==> config.mk <==
export PLATFORM = sky130hd
export DESIGN_NAME = l2_access_arbiter
export DESIGN_NICKNAME = d
export VERILOG_FILES = /design/src/rtl/l2_access_arbiter_pkg.sv /design/src/rtl/l2_arb_rr_pick.sv /design/src/rtl/l2_access_arbiter.sv
export SDC_FILE = /design/constraint.sdc
export NUM_CORES = 1
export LEC_CHECK = 0
export ABC_AREA = 1
export CORE_MARGIN = 5
export CORE_UTILIZATION = 45
export DETAILED_ROUTE_END_ITERATION = 6
export DONT_BUFFER_PORTS = 1
export PLACE_DENSITY = 0.59
export SYNTH_ARGS = -nofsm -noshare
export SYNTH_HDL_FRONTEND = slang
export SYNTH_SLANG_ARGS = --single-unit
==> constraint.sdc <==
create_clock -name clk -period 1.15 [get_ports clk]
set_input_delay 0.115 -clock clk [delete_from_list [all_inputs] [get_ports clk]]
set_output_delay 0.115 -clock clk [all_outputs]
set_load 0.02 [all_outputs]
==> src/rtl/l2_access_arbiter_pkg.sv <==
// Shared constants for the L2 access arbiter: FSM encodings, port IDs and
// the saturating-counter helper used by the optional performance counters.
package l2_access_arbiter_pkg;

    localparam logic [1:0] ST_IDLE = 2'd0;
    localparam logic [1:0] ST_WAIT = 2'd1;
    localparam logic [1:0] ST_RESP = 2'd2;

    localparam logic PORT_I = 1'b0;
    localparam logic PORT_D = 1'b1;

    localparam logic [31:0] CNT_SAT = 32'hFFFF_FFFF;

    function automatic logic [31:0] sat_inc(input logic [31:0] value);
        return (value == CNT_SAT) ? value : value + 32'd1;
    endfunction

endpackage

==> src/rtl/l2_arb_rr_pick.sv <==
// Combinational 2-way round-robin picker: on a tie the port that did not
// win last time is chosen; a lone request is always granted.
module l2_arb_rr_pick
    import l2_access_arbiter_pkg::*;
(
    input  logic req0,
    input  logic req1,
    input  logic last_grant,
    output logic grant_valid,
    output logic grant_id
);

    always_comb begin
        grant_valid = req0 | req1;
        if (req0 && req1) begin
            grant_id = ~last_grant;
        end else begin
            grant_id = req1 ? PORT_D : PORT_I;
        end
    end

endmodule

==> src/rtl/l2_access_arbiter.sv <==
// Shares the single L2 lookup port between L1-I (port 0) and L1-D (port 1),
// one access in flight. Optional hit/miss counters: define L2_ARB_PERF_CNT_EN.
module l2_access_arbiter
    import l2_access_arbiter_pkg::*;
#(
    parameter int ADDR_W = 32,
    parameter int DATA_W = 32
) (
    input  logic              clk,
    input  logic              rst,
    input  logic              req0,
    input  logic [ADDR_W-1:0] addr0,
    input  logic              req1,
    input  logic [ADDR_W-1:0] addr1,
    output logic              rsp_valid0,
    output logic              rsp_valid1,
    output logic [DATA_W-1:0] rsp_data,
    output logic              rsp_hit,
    output logic              l2_req,
    output logic [ADDR_W-1:0] l2_addr,
    input  logic              l2_done,
    input  logic              l2_hit,
    input  logic [DATA_W-1:0] l2_rdata,
    output logic              busy,
    output logic              protocol_err,
    output logic [31:0]       l2_hit_count,
    output logic [31:0]       l2_miss_count
);

    // Handshake: a requester holds reqN (and addrN) high until it samples
    // rsp_validN=1, then drops req on that same edge. l2_req stays high with a
    // stable l2_addr until l2_done pulses; l2_hit/l2_rdata count only with it.
    logic [1:0]        state;
    logic              last_grant;
    logic              owner;
    logic [ADDR_W-1:0] addr_q;
    logic [DATA_W-1:0] data_q;
    logic              hit_q;
    logic              perr_q;
    logic              grant_valid;
    logic              grant_id;

    l2_arb_rr_pick u_pick (
        .req0       (req0),
        .req1       (req1),
        .last_grant (last_grant),
        .grant_valid(grant_valid),
        .grant_id   (grant_id)
    );

    always_ff @(posedge clk) begin
        if (rst) begin
            state      <= ST_IDLE;
            last_grant <= PORT_D;
            owner      <= PORT_I;
            addr_q     <= '0;
            data_q     <= '0;
            hit_q      <= 1'b0;
            perr_q     <= 1'b0;
        end else begin
            case (state)
                ST_IDLE: begin
                    if (grant_valid) begin
                        owner      <= grant_id;
                        last_grant <= grant_id;
                        addr_q     <= (grant_id == PORT_D) ? addr1 : addr0;
                        state      <= ST_WAIT;
                    end
                end
                ST_WAIT: begin
                    if (l2_done) begin
                        data_q <= l2_rdata;
                        hit_q  <= l2_hit;
                        state  <= ST_RESP;
                    end
                end
                ST_RESP: state <= ST_IDLE;
                default: state <= ST_IDLE;
            endcase
            // A completion with nothing outstanding is a protocol violation.
            if (l2_done && state != ST_WAIT) begin
                perr_q <= 1'b1;
            end
        end
    end

    assign l2_req       = (state == ST_WAIT);
    assign l2_addr      = addr_q;
    assign busy         = (state != ST_IDLE);
    assign rsp_valid0   = (state == ST_RESP) && (owner == PORT_I);
    assign rsp_valid1   = (state == ST_RESP) && (owner == PORT_D);
    assign rsp_data     = data_q;
    assign rsp_hit      = hit_q;
    assign protocol_err = perr_q;

`ifdef L2_ARB_PERF_CNT_EN
    logic [31:0] hit_cnt;
    logic [31:0] miss_cnt;

    always_ff @(posedge clk) begin
        if (rst) begin
            hit_cnt  <= '0;
            miss_cnt <= '0;
        end else if (state == ST_WAIT && l2_done) begin
            if (l2_hit) begin
                hit_cnt <= sat_inc(hit_cnt);
            end else begin
                miss_cnt <= sat_inc(miss_cnt);
            end
        end
    end

    assign l2_hit_count  = hit_cnt;
    assign l2_miss_count = miss_cnt;
`else
    assign l2_hit_count  = 32'd0;
    assign l2_miss_count = 32'd0;
`endif

endmodule

==> results.md <==
- Gpl congestion: 0.7687
- Highest net fanout along the worst path: 7
- Leakage component of the power: 2.534 nW
- Adder-cell area share of the yosys netlist: 0%
- MaxCap Viol Count: 0
- Multiplexer share of the synthesized area: 0%
- Mapped Area: 3751 um^2
- Number of clock sinks: 70
- Power density cells: 1405 nW/um^2
- Core occupancy in the finished layout: 58.26%
- Number of H-tree levels: 3
- Number of hold violations in the final report: 0
- Initial antenna violation count: 0
- GRT Overall Usage: 17.45%
- Die width: 101.3 um
- Compound-cell area share of the yosys netlist: 4.803%
- Share of synthesized area occupied by flip-flops and latches: 37.36%
- Clock Root Buffer: sky130_fd_sc_hd__clkbuf_8
- Vias per inst: 4.359
- Type of element capturing the critical path: flop
- Commonest non-fill, non-tap cell in the layout: sky130_fd_sc_hd__nor2_1
- Detailed-route wire length per cell: 12.63 um
- Avg Inst Size Synth: 6.479 um^2
- Pin count of the biggest net entering global routing: 38
- Clock period minus final worst setup slack: 1.197 ns
- Status: complete, but fails checks
- Number of endpoints failing setup at the final stage: 14
- Instance count of the mapped netlist: 579
- Area delta synth->final: 26.98%
- Die outline height: 101.3 um
- Max Clock Skew: 0.006394 ns
- Via count of the first global-routing pass: 3,144
- Post-synthesis cell type count: 22
- Final count of pins violating max slew: 0
- Ys Warns: 0
- Clock Path Buffers: 2
- Fraction of synthesized cell area taken by the top area cell type: 37.36%
- Most frequent cells in the layout: 154 x sky130_fd_sc_hd__nor2_1, 130 x sky130_fd_sc_hd__nand2_1, 68 x sky130_fd_sc_hd__inv_1, 68 x sky130_fd_sc_hd__dfxtp_1
- Category of cells accounting for the largest share of critical-path delay: simple AND/OR/NAND/NOR gates
- Hold_ws: 0.01144 ns
- Largest stage delay on the critical path: 0.34 ns
- Filler cells: 769
- Synth area leader: sky130_fd_sc_hd__dfxtp_1
- Slowest stage cell on the critical path: sky130_fd_sc_hd__dfxtp_2
- Starting utilization of the core area: 45.88%
- Flops & latches, synth: 70
- # DRC: 0
- Final layout net count: 764
- Number of ports placed on the die boundary: 236
- Main area contributors after synthesis: sky130_fd_sc_hd__dfxtp_1 37%, sky130_fd_sc_hd__nor2_1 16%, sky130_fd_sc_hd__buf_4 14%, sky130_fd_sc_hd__nand2_1 14%, sky130_fd_sc_hd__inv_1 6.9%
- Clock latency reported for the late side of the worst-skew pair: 0.33 ns
- Critical path required time: 1.38 ns
- Placeable core area: 8175 um^2
- Layout cells sized above 1: 12.29%
- Dominant combinational cell family by area after synthesis: simple AND/OR/NAND/NOR gates
- Wire length of the first global-routing pass: 14.41 mm
- Final WL: 9.753 mm
- Kind of start point of the critical path: flop
- Crit path kind: flop to flop
- Worst IR Drop VDD: 0.8014 mV
- Maximum clock rate: 0.8354 GHz
- Count of inserted antenna diode cells: 0
- Number of placement rows: 33
- Pre-Repair DR Iteration Count: 7
- Buffers & Inverters on Critical Path: 3
- Crit-path cells: inv_4, nand2_4, nor2_4, buf_12, buf_12, nand2_1, nor2_1, nor2_1
- RSZ-0062 raised after global routing: yes
- Clk pin slew, worst setup/hold paths: 0.07 ns
- Number of port buffers: 0
- Die Footprint: 10,260 um^2
- Total gr overflow: 0
- HPWL after detailed placement: 6.556 mm
- CTS tree: done
- Overall via count from detail_route: 3,365
- Violated checks: negative setup slack
- Total clock buffers created by CTS: 9
- CP Data Arrival Time: 1.43 ns
- Count of routing violations after the opening detailed-route iteration: 69
- Min setup slack post-route: -0.04702 ns
- Simple-gate share of the synthesized area: 32.15%
- Hold crit path type: input pin to flop
- Final worst path period share: 104.1%
- XOR/XNOR share of the synthesized area: 0%
- Detail Route Antenna Nets: 0
## per-stage QoR
| stage | setup TNS (ns) | total power [mW] | worst slack, ns | area (um^2) | std cells |
|---|---|---|---|---|---|
| detailed placement | 0 | 4.410 | 0.01641 | 3781 | 689 |
| finish | -0.2781 | 6.694 | -0.04702 | 4763 | 772 |
| global placement | 0 | 4.380 | 0.04150 | 3781 | 689 |
| global route | -2.611 | 7.102 | -0.1645 | 4763 | 772 |
| CTS | -0.08652 | 6.673 | -0.02621 | 4651 | 769 |
| floorplan | 0 | 4.205 | 0.07768 | 3988 | 642 |
## cells in the mapped netlist (all sizes together)
master / n
a21oi: 3
and3: 1
buf: 89
clkbuf: 1
conb: 1
dfxtp: 70
inv: 73
nand2: 138
nand3: 1
nor2: 168
nor3: 1
o21ai: 33
## logic make-up after synthesis
kind of cell / count (synthesis)
compound gates: 36
buf+inv: 163
flops: 70
simple gates: 309
other cells: 1
## report_power, final
part           internal (mW)  switching, mW
clock network           1.12          0.925
logic                  0.677          0.985
registers               2.66          0.333
## cell type report
class	instances	area, um^2	area share (%)
flip-flops and latches	70	1406	29.52
repair buffers	99	1037	21.78
inverters	73	289.0	6.068
clock buffers	11	151.4	3.178
well taps	105	131.4	2.758
clock inverters	5	57.56	1.208
multi-input cells	409	1690	35.49
## state kept, by name, indices dropped and copies added (netlist names)
| signal | flops |
|---|---|
| last_grant | 1 |
| rsp_hit | 1 |
| l2_addr | 32 |
| state | 2 |
| protocol_err | 1 |
| rsp_data | 32 |
| owner | 1 |
## what timing repair did
| item | in CTS | in global routing |
|---|---|---|
| gates cloned | 0 | 1 |
| endpoints found under the setup margin | 5 | 58 |
| hold buffers | 64 | 0 |
| pin swaps | 0 | 10 |
| buffers inserted | 0 | 2 |
| resized for setup | 8 | 31 |
| hold endpoints to repair | 59 | 0 |
## worst paths after layout
kind	startpoint	end	slack (ns)	cells past startpoint
setup / recovery	state[1]	l2_addr[2]	-0.05	8
hold / removal	addr1[4]	l2_addr[4]	0.01	4
setup reg to reg	state[1]	l2_addr[2]	-0.05	8
hold reg to reg	last_grant	last_grant	0.49	2
## worst reg2reg max path, delay by kind of cell, from the launching register on
family / cells / cell delay, ns
simple gates: 5 / 0.41
flops: 1 / 0.34
buf+inv: 3 / 0.34
## routing by layer
layer  wire, um  up-vias  share of wire (%)  global-route usage (%)
met2       4821      138                 49                   30.43
met1       3783     1496                 39                   19.57
met5          0        -                  0                       0
li1           -     1722                  -                       -
met3       1082        9                 11                   7.645
met4         66        0               0.68                   4.192
(Power assumes the default switching activity.)
